===== config.mk =====
export PLATFORM = sky130hd
export DESIGN_NAME = rom_port_arbiter
export DESIGN_NICKNAME = d
export VERILOG_FILES = /design/src/rtl/rom_port_arbiter.sv
export SDC_FILE = /design/constraint.sdc
export NUM_CORES = 1
export LEC_CHECK = 0
export CAP_MARGIN = 20
export CELL_PAD_IN_SITES_DETAIL_PLACEMENT = 1
export CELL_PAD_IN_SITES_GLOBAL_PLACEMENT = 2
export CORE_MARGIN = 2
export CORE_UTILIZATION = 27
export CTS_CLUSTER_SIZE = 8
export DETAILED_ROUTE_END_ITERATION = 8
export GPL_TIMING_DRIVEN = 1
export PLACE_DENSITY = 0.87
export SYNTH_ARGS = -nofsm -noshare
export SYNTH_HDL_FRONTEND = slang
export SYNTH_SLANG_ARGS = --single-unit

===== constraint.sdc =====
create_clock -name clk -period 6.1 [get_ports clk]
set_input_delay 1.22 -clock clk [delete_from_list [all_inputs] [get_ports clk]]
set_output_delay 1.22 -clock clk [all_outputs]
set_load 0.1 [all_outputs]

===== src/rtl/rom_port_arbiter.sv =====
// rom_port_arbiter
//
// Shares a single toggle-handshake SDRAM ROM channel between several video
// chip ROM fetchers (pivot layer, sprite, tilemap). Each requester flips its
// req_toggle bit, holds its address, and waits until its req_ack bit matches.
// The arbiter picks one pending requester, forwards its address to the SDRAM
// channel by flipping sdr_req, waits for sdr_ack to match, and then returns
// the data and the ack to that requester only.
//
// Ports:
//   clk         system clock
//   reset       asynchronous, active-high reset
//   req_addr    packed requester addresses, requester i at [i*ADDR_W +: ADDR_W]
//   req_toggle  requester request toggles
//   req_ack     requester ack toggles (equal to req_toggle when served)
//   req_data    packed last data returned, requester i at [i*DATA_W +: DATA_W]
//   sdr_addr    address presented to the SDRAM channel
//   sdr_req     SDRAM channel request toggle
//   sdr_ack     SDRAM channel ack toggle, equals sdr_req when done
//   sdr_data    SDRAM read data, valid when sdr_ack becomes equal to sdr_req
//   busy        high while a channel transaction is outstanding
//   grant_idx   index of the current or last granted requester

module rom_port_arbiter #(
    parameter int NUM_REQ     = 4,
    parameter int ADDR_W      = 27,
    parameter int DATA_W      = 16,
    parameter int ROUND_ROBIN = 1
) (
    input  logic                      clk,
    input  logic                      reset,
    input  logic [NUM_REQ*ADDR_W-1:0] req_addr,
    input  logic [NUM_REQ-1:0]        req_toggle,
    output logic [NUM_REQ-1:0]        req_ack,
    output logic [NUM_REQ*DATA_W-1:0] req_data,
    output logic [ADDR_W-1:0]         sdr_addr,
    output logic                      sdr_req,
    input  logic                      sdr_ack,
    input  logic [DATA_W-1:0]         sdr_data,
    output logic                      busy,
    output logic [2:0]                grant_idx
);

    typedef enum logic {
        IDLE = 1'b0,
        WAIT = 1'b1
    } state_t;

    state_t              state;
    state_t              next_state;
    logic [NUM_REQ-1:0]  pend;
    logic [2:0]          rr_ptr;
    logic                tog_lat;
    logic                grant_valid;
    logic [2:0]          grant_sel;
    logic [ADDR_W-1:0]   grant_addr;
    logic                grant_tog;
    logic                issue;
    logic                complete;

    // A requester is pending while its toggle differs from the ack we hold.
    assign pend = req_toggle ^ req_ack;

    // Grant selection. Round-robin is done as two ascending passes: first the
    // indices above the last grant, then everything from zero, which gives
    // the first pending index from ptr+1 upward with wrap.
    always_comb begin : grant_select
        grant_valid = 1'b0;
        grant_sel   = '0;
        if (ROUND_ROBIN != 0) begin
            for (int i = 0; i < NUM_REQ; i++) begin
                if (!grant_valid && pend[i] && (i > int'(rr_ptr))) begin
                    grant_valid = 1'b1;
                    grant_sel   = 3'(i);
                end
            end
        end
        for (int i = 0; i < NUM_REQ; i++) begin
            if (!grant_valid && pend[i]) begin
                grant_valid = 1'b1;
                grant_sel   = 3'(i);
            end
        end
    end

    // Address and toggle of the selected requester.
    always_comb begin : grant_mux
        grant_addr = '0;
        grant_tog  = 1'b0;
        for (int i = 0; i < NUM_REQ; i++) begin
            if (3'(i) == grant_sel) begin
                grant_addr = req_addr[i*ADDR_W +: ADDR_W];
                grant_tog  = req_toggle[i];
            end
        end
    end

    // Next-state logic. Issue also waits for the channel to be idle, so a
    // stale ack left over from reset blocks new requests until it settles.
    always_comb begin : fsm_next
        next_state = state;
        issue      = 1'b0;
        complete   = 1'b0;
        case (state)
            IDLE: begin
                if (grant_valid && (sdr_ack == sdr_req)) begin
                    issue      = 1'b1;
                    next_state = WAIT;
                end
            end
            WAIT: begin
                if (sdr_ack == sdr_req) begin
                    complete   = 1'b1;
                    next_state = IDLE;
                end
            end
            default: next_state = IDLE;
        endcase
    end

    always_ff @(posedge clk or posedge reset) begin : fsm_state
        if (reset) begin
            state <= IDLE;
        end else begin
            state <= next_state;
        end
    end

    // Channel and requester registers. The toggle is latched at grant time so
    // a requester that toggles again mid-transaction stays pending and is
    // served once more instead of being lost.
    always_ff @(posedge clk or posedge reset) begin : datapath
        if (reset) begin
            sdr_addr  <= '0;
            sdr_req   <= 1'b0;
            tog_lat   <= 1'b0;
            grant_idx <= '0;
            busy      <= 1'b0;
            req_ack   <= '0;
            req_data  <= '0;
            rr_ptr    <= 3'(NUM_REQ - 1);
        end else if (issue) begin
            sdr_addr  <= grant_addr;
            sdr_req   <= ~sdr_req;
            tog_lat   <= grant_tog;
            grant_idx <= grant_sel;
            busy      <= 1'b1;
        end else if (complete) begin
            for (int i = 0; i < NUM_REQ; i++) begin
                if (3'(i) == grant_idx) begin
                    req_data[i*DATA_W +: DATA_W] <= sdr_data;
                    req_ack[i]                   <= tog_lat;
                end
            end
            busy <= 1'b0;
            if (ROUND_ROBIN != 0) begin
                rr_ptr <= grant_idx;
            end
        end
    end

endmodule


==> run_results.csv <==
group,metric,value,unit
floorplanning,dieWidth,137,µm
global_routing,grt_antenna_before_repair,0,
floorplanning,initial_utilization,0.276,
global_routing,grt_pass1_vias,4473,
cells_and_area,antennaDiodeCount,0,
global_routing,grt_util_all_layers,0.169,
route,drtPass1Iterations,4,
cells_and_area,layout_common_cells,"clkdlybuf4s50_1, dfrtp_1, mux2_2",
cells_and_area,final_core_util,0.439,
yosys,yosys_warnings,0,
clock_network,clk_latency,350,ps
yosys,synth_ff_type,"dfrtp_1",
yosys,syn_nets,515,
yosys,yosys_register_bits,103,
setup_path,worstPathRequired,6290,ps
cells_and_area,drive_above_1_share,0.172,
placement,place.gp.congestion,0.767,
setup_path,path_max_fanout,31,
route,highest_layer,"met4",
clock_network,clkSinkCount,103,
route,wl_met2,7.48,mm
route,wl_met1,6.16,mm
clock_network,cts-buffers-inserted,9,
route,viasPerCell,4.80,
yosys,synth_cells,384,
yosys,synth-seq-area-share,0.543,
setup_path,cp-start-kind,"input pin",
yosys,ys_types,42,
floorplanning,core-area,0.0172,mm²
clock_network,cts_hold_buffers,0,
clock_network,post-cts-setup-buffer-count,0,
route,met3_length,1.41,mm
cells_and_area,final.fill_count,1811,
route,drt_iter0_markers,130,
clock_network,cts-resized-gates,0,
cells_and_area,area_growth,59.2,%
floorplanning,fp.dieH,137,µm
timing,finalClockSkew,8.87,ps
route,wl_per_cell,18.5,µm
global_routing,grt_pass1_wl,24.0,mm
placement,io_buffers,229,
outcome,status,"finished, final reports clean",
timing,finalCriticalPeriod,3520,ps
yosys,syn_area_per_cell,12.4,µm²
cells_and_area,nets,737,
route,vias,4015,
global_routing,grt_max_degree,62,
yosys,synth_area,0.00475,mm²
worst_hold_path,hp-class,"flip-flop to flip-flop",
timing,final.setup.tns,0,ps
timing,timing.fmax,0.284,GHz
yosys,async_flop_share,1.00,
route,drcViolationCount,0,
route,wl,15.5,mm
clock_network,clockBufferDepth,2,
placement,place_area,0.00725,mm²
timing,post-route-period-util,0.578,
floorplanning,boundaryPins,231,
floorplanning,die-area,0.0187,mm²
setup_path,endpoint_kind,"flip-flop",
global_routing,grt-ovfl-total,0,
placement,hpwl,11.7,mm
floorplanning,core.rowCount,48,
cells_and_area,final_area,0.00756,mm²
timing,rsz0062_at_grt,"false",
timing,slew_viol_final,0,
cells_and_area,layout_commonest_cell,"clkdlybuf4s50_1",
timing,maxSlewHeadroom,0.310,
timing,setup_violations,0,
setup_path,path_class,"input pin to flip-flop",
clock_network,cts.reportedPaths.clkPinSlew,80,ps
clock_network,cts_tree,"built",
clock_network,cts_root_buf,"clkbuf_16",
route,ant_nets,0,
job,maxCapViolCount,0,
timing,hold_viol,0,
setup_path,cp.arrival,3720,ps
clock_network,h-tree-depth,3,
yosys,synth_edf_count,0,
timing,tightest_slew,1030,ps
-- cell usage after synthesis (2+ instances only) --
master    count  area share
a21o_1        2      0.0032
a31oi_1      28       0.037
a32oi_1       2      0.0037
buf_2        10       0.011
buf_4         6      0.0095
buf_6         4      0.0095
clkbuf_1      4      0.0032
dfrtp_1     101        0.53
dfstp_2       2       0.011
inv_1         2      0.0016
mux2_1       26       0.062
mux2_2       69        0.16
nand2_1      56       0.044
nand3_1       2      0.0021
nand4_1       2      0.0026
nor2_1        5      0.0040
o21a_1        2      0.0032
o21ai_0       2      0.0021
o21ai_1       2      0.0021
o22a_1        2      0.0037
o22ai_1      29       0.038
xnor2_1       3      0.0055
xnor2_2       2      0.0068
xor2_1        3      0.0055
-- final cells by class --
class	count	area (µm²)	share of cell area
Multi-Input combinational cell	254	2020	0.267
Clock inverter	7	88.8	0.0117
Sequential cell	103	2580	0.341
Tap cell	225	282	0.0372
Timing Repair Buffer	236	2360	0.312
Inverter	2	10.0	0.00132
Clock buffer	9	225	0.0298
-- kinds of logic (layout without fill, tap and decap cells) --
| kind of cell | after synthesis | in the layout | synth area share |
|---|---|---|---|
| other | 1 | 1 | 0.000789 |
| buffers and inverters | 27 | 254 | 0.0353 |
| muxes | 96 | 96 | 0.227 |
| DFF | 103 | 103 | 0.543 |
| xor gates and xnor gates | 9 | 9 | 0.0213 |
| and+or+nand+nor | 73 | 73 | 0.0658 |
| AOI/OAI and AO/OA | 75 | 75 | 0.106 |
-- worst paths after layout --
check,cells past startpoint,slack (ps),to,from
worst max-delay path,8,2580,sdr_addr[24]$_DFFE_PP0P_,req_toggle[1]
worst min-delay path,1,500,req_data[63]$_DFFE_PP0P_,req_data[63]$_DFFE_PP0P_
worst max register to register,7,3470,sdr_addr[24]$_DFFE_PP0P_,req_ack[2]$_DFFE_PP0P_
worst min register to register,1,500,req_data[63]$_DFFE_PP0P_,req_data[63]$_DFFE_PP0P_
max in group asynchronous,3,3640,req_data[2]$_DFFE_PP0P_,reset
min in group asynchronous,2,1270,req_data[49]$_DFFE_PP0P_,reset
-- state kept, by name, indices dropped and copies added, names as in the netlist --
| name | flops |
|---|---|
| req_ack | 4 |
| req_data | 64 |
| state | 1 |
| rr_ptr | 2 |
| busy | 1 |
| sdr_addr | 27 |
| tog_lat | 1 |
| sdr_req | 1 |
| grant_idx | 2 |
-- per-layer routing --
| layer | vias to the layer above | GRT usage |
|---|---|---|
| li1 | 1840 | - |
| met1 | 1973 | 0.189 |
| met2 | 175 | 0.293 |
| met3 | 27 | 0.0548 |
| met4 | 0 | 0.0770 |
| met5 | - | 0 |
-- worst max-delay path: stages --
cell and delay, ps:
clkdlybuf4s50_1 570, xor2_2 250, nand2b_1 160, a2bb2oi_4 840
nor2b_2 240, buf_8 240, nand2_1 80, a31oi_1 90
-- metrics by stage --
step                      instances  hold slack [ps]  setup slack, ps
after floorplan                 384              516             2180
after global placement          818              488             2110
after detailed placement        820              494             2120
after CTS                       836              511             2550
after global routing            836              516             2340
final                           836              505             2580
Power is not shown: default switching activity piles up to over one toggle a cycle in this logic, so the estimate is an artifact.
